==> src/rtl/cpu_pkg.sv <==
// Shared definitions for the multi-cycle MIPS control slice.
// Holds the sequencer stage codes, the opcode constants and the fetch FSM
// state type used by instr_fetch.
package cpu_pkg;

  // Sequencer stage codes (cs)
  localparam logic [2:0] S_IF  = 3'd0;
  localparam logic [2:0] S_ID  = 3'd1;
  localparam logic [2:0] S_EX  = 3'd2;
  localparam logic [2:0] S_MEM = 3'd3;
  localparam logic [2:0] S_WB  = 3'd4;

  // Opcodes seen by the sequencer
  localparam logic [5:0] OP_RTYPE = 6'h00;
  localparam logic [5:0] OP_J     = 6'h02;
  localparam logic [5:0] OP_BEQ   = 6'h04;
  localparam logic [5:0] OP_ADDI  = 6'h08;
  localparam logic [5:0] OP_LW    = 6'h23;
  localparam logic [5:0] OP_SW    = 6'h2B;

  // Fetch FSM
  typedef enum logic [1:0] {
    F_IDLE = 2'd0,
    F_REQ  = 2'd1,
    F_DONE = 2'd2
  } fetch_state_t;

  // Sign-extend a 16-bit immediate and scale it to a word offset.
  function automatic logic [31:0] branch_offset(input logic [15:0] imm);
    return {{14{imm[15]}}, imm, 2'b00};
  endfunction

endpackage

==> src/rtl/instr_fetch_npc_calc.sv <==
// npc_calc: combinational next-PC selection.
//   pc       in  32  current PC
//   ir       in  32  current instruction
//   f_jmp    in  1   take jump target
//   f_branch in  1   beq flag (taken when zero is also set)
//   zero     in  1   ALU zero result
//   npc      out 32  next PC, word aligned
// Priority: jump > taken branch > pc+4. All arithmetic wraps at 32 bits.
module npc_calc
  import cpu_pkg::*;
(
  input  logic [31:0] pc,
  input  logic [31:0] ir,
  input  logic        f_jmp,
  input  logic        f_branch,
  input  logic        zero,
  output logic [31:0] npc
);

  logic [31:0] pc4;
  logic [31:0] br_tgt;
  logic [31:0] jmp_tgt;
  logic [31:0] sel;

  always_comb begin
    pc4     = pc + 32'd4;
    br_tgt  = pc4 + branch_offset(ir[15:0]);
    jmp_tgt = {pc4[31:28], ir[25:0], 2'b00};
    if (f_jmp)                 sel = jmp_tgt;
    else if (f_branch && zero) sel = br_tgt;
    else                       sel = pc4;
    // Keep the PC word aligned no matter what the target arithmetic gives.
    npc = sel & ~32'd3;
  end

endmodule

==> src/rtl/instr_fetch.sv <==
// instr_fetch: fetch end of the multi-cycle MIPS control interface.
// Owns PC and IR, runs the req/ack handshake to instruction memory during
// S_IF, stretches S_IF via stall, and commits the next PC in S_WB.
// Ports:
//   clk, rst            clock, synchronous active-high reset
//   cs                  sequencer stage (S_IF..S_WB)
//   f_jmp, f_branch     control flags from the sequencer (valid S_MEM..S_WB)
//   zero                ALU zero for the current instruction
//   imem_req/addr       instruction read request, address = pc
//   imem_ack/rdata      read response
//   stall               fetch outstanding, sequencer holds S_IF
//   op, ir, pc          opcode, instruction register, program counter
//   imem_err            one-cycle pulse on bus timeout (MAX_WAIT wait cycles)
//   instret, fstall     perf counters (live only with IFETCH_PERF_EN defined,
//                       otherwise tied to 0)
module instr_fetch
  import cpu_pkg::*;
#(
  parameter logic [31:0] RESET_PC = 32'h0000_0000,
  parameter int          MAX_WAIT = 15
) (
  input  logic        clk,
  input  logic        rst,
  input  logic [2:0]  cs,
  input  logic        f_jmp,
  input  logic        f_branch,
  input  logic        zero,
  output logic        imem_req,
  output logic [31:0] imem_addr,
  input  logic        imem_ack,
  input  logic [31:0] imem_rdata,
  output logic        stall,
  output logic [5:0]  op,
  output logic [31:0] ir,
  output logic [31:0] pc,
  output logic        imem_err,
  output logic [31:0] instret,
  output logic [31:0] fstall
);

  localparam int WCW = $clog2(MAX_WAIT + 1);

  fetch_state_t   state, state_nxt;
  logic           fetching;
  logic           take;
  logic [WCW-1:0] wcnt;
  logic [31:0]    npc;

  npc_calc u_npc (
    .pc       (pc),
    .ir       (ir),
    .f_jmp    (f_jmp),
    .f_branch (f_branch),
    .zero     (zero),
    .npc      (npc)
  );

  // The request goes out in the very first S_IF cycle (from F_IDLE), so a
  // zero-wait memory completes S_IF in one cycle. Reset masks it at once.
  always_comb begin
    fetching  = ~rst & ((state == F_REQ) | ((state == F_IDLE) & (cs == S_IF)));
    take      = fetching & imem_ack;
    imem_req  = fetching;
    imem_addr = pc;
    stall     = fetching & ~imem_ack;
    // Forward the opcode in the ack cycle so the sequencer sees it at that edge.
    op        = take ? imem_rdata[31:26] : ir[31:26];
  end

  always_comb begin
    state_nxt = state;
    case (state)
      F_IDLE:  if (cs == S_IF) state_nxt = imem_ack ? F_DONE : F_REQ;
      F_REQ:   if (imem_ack)   state_nxt = F_DONE;
      F_DONE:  if (cs != S_IF) state_nxt = F_IDLE;
      default: state_nxt = F_IDLE;
    endcase
  end

  always_ff @(posedge clk) begin
    if (rst) begin
      state    <= F_IDLE;
      pc       <= RESET_PC & ~32'd3;
      ir       <= '0;
      wcnt     <= '0;
      imem_err <= 1'b0;
    end else begin
      state    <= state_nxt;
      imem_err <= 1'b0;
      if (take) begin
        ir   <= imem_rdata;
        wcnt <= '0;
      end else if (fetching) begin
        // Timeout: flag it, keep the request up and start counting again.
        if (wcnt == WCW'(MAX_WAIT - 1)) begin
          imem_err <= 1'b1;
          wcnt     <= '0;
        end else begin
          wcnt <= wcnt + 1'b1;
        end
      end else begin
        wcnt <= '0;
      end
      if (cs == S_WB) pc <= npc;
    end
  end

`ifdef IFETCH_PERF_EN
  always_ff @(posedge clk) begin
    if (rst) begin
      instret <= '0;
      fstall  <= '0;
    end else begin
      if (cs == S_WB) instret <= instret + 32'd1;
      if (stall)      fstall  <= fstall + 32'd1;
    end
  end
`else
  assign instret = '0;
  assign fstall  = '0;
`endif

endmodule

==> config.mk <==
export PLATFORM = sky130hd
export DESIGN_NAME = instr_fetch
export DESIGN_NICKNAME = d
export VERILOG_FILES = /design/src/rtl/cpu_pkg.sv /design/src/rtl/instr_fetch_npc_calc.sv /design/src/rtl/instr_fetch.sv
export SDC_FILE = /design/constraint.sdc
export NUM_CORES = 1
export LEC_CHECK = 0
export CAP_MARGIN = 0
export CORE_MARGIN = 10
export CORE_UTILIZATION = 46
export CTS_CLUSTER_DIAMETER = 150
export CTS_CLUSTER_SIZE = 40
export DETAILED_ROUTE_END_ITERATION = 8
export HOLD_SLACK_MARGIN = 0.03
export PLACE_DENSITY = 0.82
export SYNTH_ARGS = -nofsm -noshare
export SYNTH_HDL_FRONTEND = slang
export SYNTH_SLANG_ARGS = --single-unit
==> constraint.sdc <==
create_clock -name clk -period 4.6 [get_ports clk]
set_clock_uncertainty 0.1 [all_clocks]
set_input_delay 0.46 -clock clk [delete_from_list [all_inputs] [get_ports clk]]
set_output_delay 0.46 -clock clk [all_outputs]
set_load 0.02 [all_outputs]
==> reports/qor.csv <==
stage,metric,value,unit
placed_design,"Cell Area, Placed",6990,um^2
grt,met2 GRT Util,34.7,%
route,First DRT Iteration DRCs,491,
clocking,Worst-Skew Late Latency,0.34,ns
die,die width,133,um
worst_setup_path,CP Launch Type,register,
placed_design,pre-CTS WS,0.429,ns
sta,worst hold slack,0.367,ns
grt,vias in the first global route,5485,
synth,"Warnings, synthesis",0,
outcome,status,"complete, no violations",
grt,gr busiest metal,met2,
final_layout,"most common cell after layout, fill and taps aside",clkdlybuf4s50_1,
sta,Setup WS post-layout,0.455,ns
sta,slew margin rel.,25.3,%
sta,Setup Total Neg Slack,0,ns
worst_setup_path,most frequent CP cell,a21o_1,
synth,syn_area_per_cell,7.64,um^2
pwr,Pwr per Cell Area,219,nW/um^2
clocking,depth of the CTS H-tree,3,
sta,RSZ-0062 raised after global routing,false,
sta,Slew @ Worst Pin,1.12,ns
synth,synth unique cells,67,
clocking,CTS Buf Count,9,
grt,grt ovf,0,
synth,Yosys reg bits,69,
clocking,Bufs on Longest Clock Path,2,
grt,met1 Resource Use GR,25.3,%
route,Via density,5.49,
die,row count,41,
worst_setup_path,Slowest cell on crit path,dfxtp_1,
grt,largest net degree at the start of global routing,53,
grt,initial antenna violation count,0,
route,# DRC,0,
clocking,Worst-path clk slew,0.06,ns
synth,fraction of registers with async set/reset,0,%
synth,Synth Cell Area,5860,um^2
sta,min Tclk post-route,4.15,ns
clocking,CTS tree,yes,
synth,Synth Area in Simple Gates,21.1,%
sta,period utilisation layout,90.1,%
worst_setup_path,worst-path maximum fanout,9,
sta,Final Max Tran Viols,0,
pwr,leakage,3.04,nW
die,Initial Utilization,46.6,%
worst_setup_path,WP data required,4.71,ns
route,final antenna-violating net count,0,
clocking,Root Driver,clkbuf_16,
route,wire per inst,18.6,um
synth,Post-Synth XOR/XNOR Area,7.47,%
final_layout,layout cells sized above 1,5.80,%
worst_setup_path,crit end category,register,
flow_run,maxcap violations,0,
worst_setup_path,Setup Crit Path Kind,register to register,
grt,met3 usage,5.37,%
synth,Post-synth EDFFs,0,
die,Die Ht,133,um
sta,final setup violation count,0,
die,num ports,210,
placed_design,IO Port Bufs,141,
synth,largest family of logic cells by synthesized area,simple AND/OR/NAND/NOR gates,
placed_design,DP HPWL,15000,um
die,die area,17700,um^2
placed_design,GPL Wtd Cong,0.933,
route,DRT Wirelength,19500,um
synth,Cells after Synth,767,
grt,first-pass GRT wire length,30000,um
worst_hold_path,hold crit path type,register to register,
grt,total track usage,20.8,%
final_layout,layout overhead on the synthesized area,24.4,%
synth,compound-gate portion of the synthesized area,20.6,%
route,DR pass1 iterations,5,
final_layout,Final Cell Area,7290,um^2
worst_setup_path,crit path cell chain,nand4_1 -> nor3_1 -> and2_1 -> nand3_1 -> xnor2_1 -> ha_1 -> a21o_1 -> a21o_1 -> a211oi_1 -> a2111o_1 -> a21oi_1 -> or3_1 -> a31oi_1 -> o22ai_1,
route,Vias,5780,
final_layout,nets@finish,956,
final_layout,most frequent cells in the layout,"141 x clkdlybuf4s50_1, 109 x nand2_1, 69 x dfxtp_1, 68 x conb_1, 47 x o21ai_0",
synth,sequential area share after synthesis,23.6,%
pwr,Overall Power,0.00160,W
worst_setup_path,Worst Path Arrival,4.26,ns
synth,predominant post-synthesis flop cell,dfxtp_1,
die,Core Area,12600,um^2
clocking,cts hold-fix bufs,0,
final_layout,Diodes inserted,0,
sta,Final Hold Fails,0,
synth,mux contribution to synthesized area,2.90,%
synth,Post-Synth Adder-Cell Area,8.67,%
clocking,clock sink total,69,
sta,FMAX,241,MHz
worst_setup_path,Critical Path Max Stage Delay,0.46,ns
pwr,maximum vdd drop,0.190,mV
what timing repair did:
item,4_1_cts,5_1_grt
endpoints found under the setup margin,0,1
hold endpoints to repair,0,0
buffers inserted,0,3
gates resized for setup,0,1
sequential cells by signal, indices dropped and copies added (netlist names):
signal	count
wcnt	4
ir	32
state	2
imem_err	1
imem_addr	30
synthesized netlist by cell type, drive strengths merged, types with 13 or more instances:
master,number,area [um^2]
inv,18,67.6
a21oi,40,200
nor3,17,85.1
xnor2,31,272
and2,14,90.1
ha,39,488
nor2,45,169
o21ai,57,285
xor2,19,166
dfxtp,69,1380
nand3,26,130
buf,102,753
clkbuf,25,93.8
nand4,13,87.6
a21o,13,97.6
nand2,109,409
routing by layer:
metal	vias up	share of wire, %
met5	-	0
met4	0	1.8
met3	27	8.7
met2	291	48
met1	2693	41
li1	2769	-
metrics by stage:
step                      utilization, %  std cells
after floorplan                        -        834
after global placement              55.6       1033
after detailed placement            55.6       1033
after CTS                           57.8       1049
after global routing                58.0       1052
final                               58.0       1052
logic make-up after synthesis:
group,count (synthesis)
AO/OA/AOI/OAI,186
multiplexers,16
other,1
buffers and inverters,146
flip-flops,69
AND/OR/NAND/NOR,259
adder cells (fa/ha/maj),40
XOR/XNOR,50
layout make-up:
class	count	area (um^2)
Fill cell	1141	5280
Multi-Input combinational cell	619	3820
Timing Repair Buffer	157	1530
Sequential cell	69	1380
Clock buffer	9	225
Tap cell	172	215
Inverter	19	71.3
Clock inverter	7	51.3
worst max-delay path: cells and delay by family (launching register included):
family / cells / cell delay, ns
AOI/OAI and AO/OA: 7 / 1.60
and+or+nand+nor: 5 / 1.23
DFF: 1 / 0.46
adders and majority gates: 1 / 0.36
xor gates and xnor gates: 1 / 0.28
report_power, final:
part | switching [W] | leakage (nW) | internal [W]
logic | 0.000188 | 2.35 | 0.000113
clock network | 0.000295 | 0.132 | 0.000367
registers | 0.0000229 | 0.559 | 0.000612
final timing paths:
path,start,to,slack (ns),cells after the start
worst min-delay path,wcnt[0],wcnt[0],0.37,1
worst max-delay path,imem_addr[4],imem_addr[27],0.45,14
worst max register to register,imem_addr[4],imem_addr[27],0.45,14
worst min register to register,wcnt[0],wcnt[0],0.37,1
(Power assumes the default switching activity.)
